**src/rtl/reaction_timebase.sv**
```systemverilog
// Timing datapath for the reaction-timer game: ms prescaler, LFSR-randomised wait,
// fixed 5 s wait, BCD reaction counter with late flag, and result/best-time capture.
module reaction_timebase #(
    parameter int TICK_DIV        = 100000,
    parameter int RWAIT_MIN_MS    = 1000,
    parameter int RWAIT_RAND_BITS = 12,
    parameter int WAIT5_MS        = 5000,
    parameter int LATE_MS         = 1000
) (
    input  logic        clk,
    input  logic        RESET,
    input  logic        start_rwait,
    input  logic        start_wait5,
    input  logic        time_clr,
    input  logic        time_en,
    input  logic        rs_en,
    output logic        rwait_done,
    output logic        wait5_done,
    output logic        time_late,
    output logic [15:0] time_bcd,
    output logic [15:0] result_bcd,
    output logic        result_valid,
    output logic [15:0] best_bcd,
    output logic        new_best
);

    localparam int          PW       = (TICK_DIV > 1) ? $clog2(TICK_DIV) : 1;
    localparam logic [11:0] SEED     = 12'hACE;
    localparam logic [13:0] BCD_MAX  = 14'd9999;

    // One BCD increment with digit carries; holds at 9999 instead of wrapping.
    function automatic logic [15:0] bcd_inc_sat(input logic [15:0] v);
        logic [15:0] r;
        logic        c;
        r = v;
        c = 1'b1;
        if (v != 16'h9999) begin
            for (int i = 0; i < 4; i++) begin
                if (c) begin
                    if (r[4*i +: 4] == 4'd9) begin
                        r[4*i +: 4] = 4'd0;
                    end else begin
                        r[4*i +: 4] = r[4*i +: 4] + 4'd1;
                        c = 1'b0;
                    end
                end
            end
        end
        return r;
    endfunction

    logic [PW-1:0] presc;
    logic          tick;
    logic [11:0]   lfsr;
    logic          lfsr_fb;

    assign tick    = (presc == PW'(TICK_DIV - 1));
    assign lfsr_fb = lfsr[11] ^ lfsr[10] ^ lfsr[9] ^ lfsr[3];

    always_ff @(posedge clk) begin
        if (RESET || tick) presc <= '0;
        else               presc <= presc + PW'(1);
    end

    // A stuck all-zero state is recovered by reloading the seed.
    always_ff @(posedge clk) begin
        if (RESET || lfsr == 12'd0) lfsr <= SEED;
        else                        lfsr <= {lfsr[10:0], lfsr_fb};
    end

    logic        rwait_q;
    logic [13:0] rwait_ms;
    logic [13:0] rwait_tgt;

    always_ff @(posedge clk) begin
        if (RESET) begin
            rwait_q    <= 1'b0;
            rwait_ms   <= '0;
            rwait_tgt  <= '0;
            rwait_done <= 1'b0;
        end else begin
            rwait_q <= start_rwait;
            if (!start_rwait) begin
                rwait_ms   <= '0;
                rwait_done <= 1'b0;
            end else if (!rwait_q) begin
                rwait_tgt  <= 14'(RWAIT_MIN_MS) + 14'(lfsr[RWAIT_RAND_BITS-1:0]);
                rwait_ms   <= '0;
                rwait_done <= 1'b0;
            end else if (!rwait_done && tick) begin
                rwait_ms <= rwait_ms + 14'd1;
                if (rwait_ms + 14'd1 == rwait_tgt) rwait_done <= 1'b1;
            end
        end
    end

    logic        wait5_q;
    logic [13:0] wait5_ms;

    always_ff @(posedge clk) begin
        if (RESET) begin
            wait5_q    <= 1'b0;
            wait5_ms   <= '0;
            wait5_done <= 1'b0;
        end else begin
            wait5_q <= start_wait5;
            if (!start_wait5 || !wait5_q) begin
                wait5_ms   <= '0;
                wait5_done <= 1'b0;
            end else if (!wait5_done && tick) begin
                wait5_ms <= wait5_ms + 14'd1;
                if (wait5_ms + 14'd1 == 14'(WAIT5_MS)) wait5_done <= 1'b1;
            end
        end
    end

    // Binary count drives the late compare; the BCD copy feeds the display.
    logic [13:0] bin;
    logic [13:0] bin_nxt;
    logic [15:0] bcd_nxt;

    always_comb begin
        bin_nxt = bin;
        bcd_nxt = time_bcd;
        if (time_clr) begin
            bin_nxt = '0;
            bcd_nxt = '0;
        end else if (time_en && tick && bin != BCD_MAX) begin
            bin_nxt = bin + 14'd1;
            bcd_nxt = bcd_inc_sat(time_bcd);
        end
    end

    always_ff @(posedge clk) begin
        if (RESET) begin
            bin       <= '0;
            time_bcd  <= '0;
            time_late <= 1'b0;
        end else begin
            bin      <= bin_nxt;
            time_bcd <= bcd_nxt;
            if (time_clr)                          time_late <= 1'b0;
            else if (bin_nxt >= 14'(LATE_MS))      time_late <= 1'b1;
        end
    end

    // BCD digits order the same way as plain unsigned values, so a direct compare works.
    logic rs_q;

    always_ff @(posedge clk) begin
        if (RESET) begin
            rs_q         <= 1'b0;
            result_bcd   <= '0;
            result_valid <= 1'b0;
            best_bcd     <= 16'h9999;
            new_best     <= 1'b0;
        end else begin
            rs_q     <= rs_en;
            new_best <= 1'b0;
            if (rs_en && !rs_q) begin
                result_bcd   <= time_bcd;
                result_valid <= 1'b1;
                if (time_bcd < best_bcd) begin
                    best_bcd <= time_bcd;
                    new_best <= 1'b1;
                end
            end
        end
    end

endmodule
```
**config.mk**
```make
export PLATFORM = sky130hd
export DESIGN_NAME = reaction_timebase
export DESIGN_NICKNAME = d
export VERILOG_FILES = /design/src/rtl/reaction_timebase.sv
export SDC_FILE = /design/constraint.sdc
export NUM_CORES = 1
export LEC_CHECK = 0
export CAP_MARGIN = 20
export CORE_UTILIZATION = 30
export CTS_CLUSTER_DIAMETER = 50
export DETAILED_ROUTE_END_ITERATION = 12
export PLACE_DENSITY = 0.44
export SLEW_MARGIN = 30
export SYNTH_ARGS = -nofsm -noshare
export SYNTH_HDL_FRONTEND = slang
export SYNTH_SLANG_ARGS = --single-unit
```
**constraint.sdc**
```tcl
create_clock -name clk -period 7.91 [get_ports clk]
set_clock_uncertainty 0.1 [all_clocks]
set_input_delay 1.582 -clock clk [delete_from_list [all_inputs] [get_ports clk]]
set_output_delay 1.582 -clock clk [all_outputs]
set_load 0.01 [all_outputs]
```
==> results of run 1 <==
[through the flow]
stage	cells	util (%)	cell area (sq um)	hold slack (ns)	worst slack (ns)
floorplan	814	-	6790	0.330	4.89
global placement	1121	34.5	7610	0.346	3.93
detailed placement	1121	34.6	7610	0.348	3.89
CTS	1153	37.5	8260	0.357	4.31
global route	1153	37.5	8260	0.373	4.07
finish	1153	37.5	8260	0.355	4.33
[worst max-delay path, cell delays in order]
cell and delay (ns):
clkdlybuf4s50_1 0.49, nand2b_1 0.41, a211oi_1 0.45, o21a_1 0.60
nand3_1 0.14, a21oi_1 0.15
[metal layers]
| metal | up-vias | part of all wire, % | GRT usage (%) |
|---|---|---|---|
| li1 | 2893 | - | - |
| met1 | 2605 | 51 | 20.1 |
| met2 | 86 | 45 | 24.6 |
| met3 | 15 | 3.2 | 3.84 |
| met4 | 0 | 1.0 | 4.04 |
| met5 | - | 0 | 0 |
[placed cells by master (no fill, tap or decap), types with 8 or more instances in the layout]
master and instances:
a211oi_1 8, a21oi_1 55, and3_1 12, clkbuf_16 17, clkdlybuf4s50_1 58, dfxtp_1 140, ha_1 23, inv_1 28
nand2_1 96, nand2b_1 13, nand3_1 51, nand4_1 17, nor2_1 90, nor2b_1 15, nor3_1 14, nor4_1 8
o21ai_0 36, or3_1 10, xnor2_1 47, xor2_1 43
[cell type report]
type,count,share of cell area [%]
multi-input combinational,611,45.4
sequential,140,33.9
timing repair buffer,62,7.36
clock buffer,17,5.15
tap,280,4.24
clock inverter,15,2.70
inverter,28,1.27
[power by group]
group          switching (mW)  internal (mW)  total, mW
Sequential             0.0133          0.721      0.734
Combinational          0.0443         0.0322     0.0765
Clock                   0.320          0.559      0.879
Total                   0.378           1.31       1.69
[Yosys cell counts (all sizes together) (3+ instances only)]
cell,count
or2,3
mux2i,5
a31oi,3
ha,23
nand2b,13
o31ai,4
or4,4
nand4,18
nand2,96
clkbuf,27
xnor2,47
a21oi,56
and4bb,3
nand3,51
and2,6
and4,5
o21ai,37
nor2b,15
nor3,15
inv,28
dfxtp,140
nor3b,4
a211oi,9
and3,12
xor2,43
nor4b,4
buf,8
nor4,8
or3,11
nor2,90
[path summary, 6_finish.rpt]
kind | start | to | slack (ns) | cells after the start
worst max register to register | presc[0] | time_bcd[8] | 5.05 | 7
worst min register to register | result_bcd[11] | result_bcd[11] | 0.36 | 2
worst min-delay path | result_bcd[11] | result_bcd[11] | 0.36 | 2
worst max-delay path | rs_en | best_bcd[13] | 4.33 | 6
[registers in the layout, summed over array words and instances, names as in the netlist]
register and cells:
presc 17, best_bcd 16, result_bcd 16, time_bcd 16
bin 14, rwait_ms 14, wait5_ms 14, rwait_tgt 13
lfsr 12, new_best 1, result_valid 1, rs_q 1
rwait_done 1, rwait_q 1, time_late 1, wait5_done 1
wait5_q 1
[kinds of logic (layout without fill, tap and decap cells)]
family                     after synthesis  in the layout  synth area share [%]
and+or+nand+nor                        366            366                  27.3
DFF                                    140            140                  41.3
AOI/OAI and AO/OA                      127            127                  11.2
xor gates and xnor gates                90             90                  11.6
buffers and inverters                   63            122                  3.63
adders and majority gates               23             23                  4.24
muxes                                    5              5                 0.737
==> flow_summary.toml, run 1 <==
[outcome]
outcome = "finished, final reports clean"

[synthesis]
avgSynthCellArea_sq_um = 8.34
synth_area_leaders = "dfxtp_1 (41%), xnor2_1 (6.1%), xor2_1 (5.5%), nand2_1 (5.3%), nor2_1 (5.0%)"
syn_area_sq_um = 6790
synthesis.nets = 844
ys.flop_type = "dfxtp_1"
synth_top_area_share_pct = 41.3
ys_async_sr_fraction_pct = 0
ys_warn_count = 0
netlist_instances = 814
yosysSeqAreaShare_pct = 41.3
synth_edf_count = 0
synth.distinct_cells = 58
synth_seq_cells = 140
synth_top_area_cell = "dfxtp_1"

[sta]
tns_ns = 0
finalCriticalPeriod_ns = 3.58
maxSlewViolCount = 0
finalHoldViolCount = 0
tightest_slew_ns = 0.746
slew_headroom_pct = 49.8
fmaxAchievable_ghz = 0.279
rsz0062_at_grt = "false"
setup_viol = 0
period_share_pct = 45.3

[grt]
grt_pass1_vias = 5382
overflow = 0
grt_usage_pct = 15.2
grt_antenna_before_repair = 0
grt_start_max_net_pins = 32
grt_pass1_wl_um = 28400

[die]
start_util_pct = 30.8
die_x_um = 152
die-area_sq_um = 23200
io_pins = 60
fp-row-count = 54
coreArea_sq_um = 22000
die_h_um = 152

[worst_setup_path]
critPathArrivalTime_ns = 3.83
critical_path_class = "in2reg"
worstPathMaxFanout = 17
worst_setup_path_end_kind = "flip-flop"
cp_data_required_time_ns = 8.16
cp-start-kind = "input port"

[cts]
cts.repair.resized = 0
insertion_delay_ns = 0.42
numCtsBuffers = 17
cts_tree = "built"
h-tree-depth = 4
hold_buffers = 0
postCtsSetupBuffers = 0
path_clk_slew_ns = 0.06
root_buffer = "clkbuf_16"
ctsLongestPathBuffers = 2
clkSinkCount = 140

[cells_and_area]
nFillCells = 2293
drive_gt1_share_pct = 5.96
regArea_sq_um = 2800
multi_input_area_sq_um = 3750
area_delta_synth_final_pct = 21.7
nNetsFinal = 890
antenna_cells = 0

[detailed_routing]
drt-total-wl_um = 17100
vias = 5599
vias_per_cell = 4.86
postRouteAntennaNets = 0
wl_per_cell_um = 14.9
drtIter0Drc = 261
drcViolationCount = 0
dr.pass1.iters = 6

[place]
dpl.hpwl_um = 11700
gp_congestion = 0.774
numPortBuffers = 59

[power]
finalPower_mw = 1.69
p_per_area_nw_per_um2 = 205
max-vdd-ir-drop_mv = 0.109
p_leak_nw = 2.84

[hold_path]
hold_path.class = "reg2reg"

[flow_run]
drv_cap = 0
Note: power is estimated with default switching activity, not from simulation.
==> run 2: changes to the inputs <==
Clock period 7.91 ns to 3.6 ns, I/O delays scaled along.
==> run 2 against run 1 <==
Combinational power up 120%; global-route usage up 0.28 points; critical endpoint is now time_late; register-to-register slack worse by 4.1 ns; highest routed layer unchanged; design area up 0.48%; core utilization up 0.18 points; die area unchanged; via count up 0.86%; power up 110%; first-iteration DRC count down 7.7%.
==> flow_summary.toml, run 2 (synthesis gave the netlist of run 1 again) <==
[cts]
cts.repair.resized = 0
root_buffer = "clkbuf_16"
h-tree-depth = 4
hold_buffers = 0
clkSinkCount = 140
postCtsSetupBuffers = 0
cts_tree = "built"
numCtsBuffers = 17
ctsLongestPathBuffers = 2
insertion_delay_ns = 0.42
path_clk_slew_ns = 0.06

[worst_setup_path]
r2r_slack_ns = 0.94
worstPathMaxFanout = 17
r2r-start = "presc[0]"
worst_setup_path_end_kind = "flip-flop"
cp-start-kind = "flip-flop"
worstRegToRegCells = 7
worstReg2RegEnd = "time_late"
cp_data_required_time_ns = 3.84
critical_path_class = "reg2reg"
critPathArrivalTime_ns = 2.90

[detailed_routing]
drt-total-wl_um = 17500
postRouteAntennaNets = 0
vias = 5647
dr.pass1.iters = 6
vias_per_cell = 4.84
wl_per_cell_um = 15.0
drtIter0Drc = 241
drcViolationCount = 0

[cells_and_area]
nFillCells = 2300
antenna_cells = 0
fin_cells = 1167
layout_common_cells = "dfxtp_1 (140), nand2_1 (96), nor2_1 (90), clkdlybuf4s50_1 (58), a21oi_1 (56)"
regArea_sq_um = 2800
drive_gt1_share_pct = 6.76
largest_reg_flops = 17
final_util_pct = 37.7
mostFrequentLayoutCell = "dfxtp_1"
multi_input_area_sq_um = 3740
nNetsFinal = 904
area_delta_synth_final_pct = 22.3
largest-register = "presc"

[place]
dpl.hpwl_um = 12000
dp_cells = 1135
gp_congestion = 0.786
numPortBuffers = 59

[die]
coreArea_sq_um = 22000
die_x_um = 152
io_pins = 60
die-area_sq_um = 23200
start_util_pct = 30.8
fp-row-count = 54
die_h_um = 152

[sta]
hold_ws_ns = 0.353
rsz0062_at_grt = "false"
maxSlewViolCount = 0
tns_ns = 0
setup_viol = 0
tightest_slew_ns = 0.782
finalHoldViolCount = 0
finalCriticalPeriod_ns = 2.66
fmaxAchievable_ghz = 0.376
period_share_pct = 73.9
slew_headroom_pct = 47.4

[power]
p_leak_nw = 2.90
max-vdd-ir-drop_mv = 0.281
p_per_area_nw_per_um2 = 430
finalPower_mw = 3.57

[grt]
grt_start_max_net_pins = 36
overflow = 0
grt_pass1_vias = 5417
grt_usage_pct = 15.5
grt_antenna_before_repair = 0
grt_pass1_wl_um = 28500

[hold_path]
hold_path.class = "reg2reg"
min_to = "result_bcd[15]"
whs_path_depth = 2
holdCritStartpoint = "result_bcd[15]"

[outcome]
outcome = "finished, final reports clean"

[flow_run]
drv_cap = 0
run 2: power breakdown:
part           internal (mW)  leakage, nW  switching [mW]
registers               1.58         1.14          0.0291
clock network           1.12        0.292           0.665
logic                 0.0729         1.47          0.0976
total                   2.78         2.90           0.792
run 2: worst max-delay path, cell delays in order (launching register included):
cell,delay [ns]
dfxtp_1,0.36
ha_1,0.21
and4_1,0.34
nand4_4,0.31
nor4_1,0.41
xnor2_1,0.13
or4_1,0.52
o31ai_1,0.19
run 2: layout make-up:
cell class	instances	share of cell area (%)
clock buffer	24	5.68
clock inverter	8	1.39
inverter	28	1.27
multi-input combinational	611	45.1
sequential	140	33.8
tap	280	4.22
timing repair buffer	76	8.59
run 2: stage by stage:
stage	setup WS, ns	area, sq um
after floorplan	1.12	6790
after global placement	0.823	7710
after detailed placement	0.787	7710
after CTS	0.902	8300
after global routing	0.629	8300
final	0.941	8300
run 2: worst max path at each step:
stage	cells past startpoint	startpoint	slack, ns	to
finish	7	presc[0]	0.94	time_late
global route	7	presc[0]	0.63	time_late
CTS	7	presc[0]	0.90	time_late
detailed placement	6	time_en	0.79	time_late
global placement	6	time_en	0.82	time_late
floorplan	7	bin[11]	1.12	time_late
run 2: routing by layer:
layer | GRT usage (%) | share of wire (%) | vias to the layer above
met3 | 4.21 | 4.0 | 15
met2 | 25.4 | 47 | 80
li1 | - | - | 2918
met5 | 0 | 0 | -
met1 | 19.7 | 48 | 2634
met4 | 5.05 | 1.1 | 0
==> run 3: changes to the inputs <==
Clock period 3.6 ns to 2.5 ns, I/O delays scaled along.
==> run 3 against run 2 <==
Non-clock buffer count up 40; power rose by 48%; fmax grew 14%; global-route usage grew 0.43 points; clock power increased by 50%; worst setup slack worse by 0.76 ns; sequential cell count stayed put; cell count is 3.4% higher; critical path type unchanged; largest cell class unchanged; first-iteration DRC count increased by 13%; critical path depth down 1; hold slack better by 0.0040 ns; design area up 4.3%.
==> flow_summary.toml, run 3 (synthesis gave the netlist of run 1 again) <==
[cells_and_area]
layout_common_cells = "dfxtp_1 (140), nand2_1 (96), nor2_1 (90), clkdlybuf4s50_1 (58)"
antenna_cells = 0
area_delta_synth_final_pct = 27.5
largest-register = "presc"
largest_reg_flops = 17
nFillCells = 2294
mostFrequentLayoutCell = "dfxtp_1"
nNetsFinal = 944
drive_gt1_share_pct = 11.3
final_area_sq_um = 8660

[detailed_routing]
dr.pass1.iters = 6
met3_length_um = 758
drcViolationCount = 0
dr_wl_met2_um = 8070
wl_per_cell_um = 14.6
postRouteAntennaNets = 0
vias_per_cell = 4.80
met1_length_um = 8750
drtIter0Drc = 273
vias = 5793
maxUsedRoutingLayer = "met4"
drt-total-wl_um = 17700

[sta]
slew_headroom_pct = 58.0
tightest_slew_ns = 0.621
tns_ns = 0
setup_viol = 0
fmaxAchievable_ghz = 0.430
period_share_pct = 92.9
rsz0062_at_grt = "false"
finalCriticalPeriod_ns = 2.32
finalHoldViolCount = 0
maxSlewViolCount = 0

[worst_setup_path]
cp-start-kind = "flip-flop"
worst_path_max_delay_cell = "or4_1"
r2r-start = "presc[8]"
worstPathMaxFanout = 4
cp_cell_sequence = "nor4b_2 -> nand4_4 -> nor4_1 -> xnor2_1 -> or4_1 -> o31ai_1"
critPathArrivalTime_ns = 2.55
critical_path_class = "reg2reg"
r2r_slack_ns = 0.18
worstReg2RegEnd = "time_late"
worst_setup_path_end_kind = "flip-flop"
cp_data_required_time_ns = 2.73
slowest_delay_ns = 0.53
worstRegToRegCells = 6

[die]
die_h_um = 152
coreArea_sq_um = 22000
die_x_um = 152
fp-row-count = 54
die-area_sq_um = 23200
start_util_pct = 30.8
io_pins = 60

[grt]
grt_start_max_net_pins = 31
grt_pass1_wl_um = 29600
overflow = 0
grt_usage_pct = 15.9
grt_pass1_vias = 5796
grt_antenna_before_repair = 0

[power]
max-vdd-ir-drop_mv = 0.295
pwr-share-clk_pct = 51.0
switchingPower_mw = 1.20
p_leak_nw = 3.11
power_frac_comb_pct = 5.0
p_per_area_nw_per_um2 = 609
swShare_pct = 22.7
pwr-share-seq_pct = 44.1
intPower_mw = 4.07

[cts]
cts_tree = "built"
ctsLongestPathBuffers = 2
numCtsBuffers = 17
clkSinkCount = 140
root_buffer = "clkbuf_16"
path_clk_slew_ns = 0.07
h-tree-depth = 4
postCtsSetupBuffers = 0
insertion_delay_ns = 0.41
hold_buffers = 0

[place]
gp_congestion = 0.763
dpl_cell_area_sq_um = 8020
numPortBuffers = 59
dpl.hpwl_um = 12500

[hold_path]
holdCritStartpoint = "result_bcd[2]"
hold_path.class = "reg2reg"
whs_path_depth = 2
min_to = "result_bcd[2]"

[flow_run]
drv_cap = 0

[outcome]
outcome = "finished, final reports clean"
## run 3: changes by cell type in the layout (fill, tap and decap cells not counted), sizes merged
cell,before,now
inv,28,30
clkinvlp,0,5
clkinv,5,3
bufinv,3,4
buf,18,58
clkbuf,24,18
## run 3: layout make-up
cell class | instances | area, sq um | area share, %
Clock inverter | 14 | 194 | 2.24
Timing Repair Buffer | 116 | 1030 | 11.9
Clock buffer | 18 | 429 | 4.96
Multi-Input combinational cell | 611 | 3740 | 43.3
Inverter | 28 | 105 | 1.21
Sequential cell | 140 | 2800 | 32.4
Tap cell | 280 | 350 | 4.05
## run 3: how the worst max path moves through the flow
stage | start | to | slack (ns) | depth (start not counted)
floorplan | bin[11] | time_late | 0.02 | 7
global placement | time_en | time_bcd[8] | 0.02 | 8
detailed placement | time_en | time_late | 0.002 | 7
CTS | presc[0] | time_late | 0.09 | 8
global route | bin[0] | time_late | 0.01 | 8
finish | presc[8] | time_late | 0.18 | 6
## run 3: worst max-delay path, delay by kind of cell, from the launching register on
family	cells	cell delay, ns
simple gates	4	1.47
xor+xnor	1	0.12
compound gates	1	0.20
flops	1	0.35
## run 3: power groups by stage
stage	logic, mW	clock network [mW]	registers [mW]
2_1_floorplan	0.160	0	2.37
3_3_place_gp	0.266	0	2.37
3_5_place_dp	0.265	0	2.37
4_1_cts	0.267	2.77	2.32
5_1_grt	0.295	2.87	2.33
6_report	0.261	2.69	2.32
## run 3: repair_timing
item,4_1_cts,5_1_grt
resized for setup,0,3
hold endpoints to repair,0,0
setup endpoints to repair,0,5
## run 3: metrics by stage
step / util [%] / std cells / hold WS, ns / power [mW] / worst slack (ns)
after global routing: 39.3 / 1207 / 0.363 / 5.50 / 0.0118
after CTS: 39.3 / 1207 / 0.359 / 5.36 / 0.0925
after floorplan: - / 814 / 0.330 / 2.53 / 0.0159
after global placement: 36.4 / 1175 / 0.348 / 2.64 / 0.0205
final: 39.3 / 1207 / 0.357 / 5.27 / 0.177
after detailed placement: 36.4 / 1175 / 0.350 / 2.64 / 0.00222
## run 3: metal layers
layer / vias to the layer above / track usage, %
met5: - / 0
met3: 5 / 4.38
met2: 92 / 26.1
li1: 3019 / -
met4: 0 / 3.80
met1: 2677 / 20.7
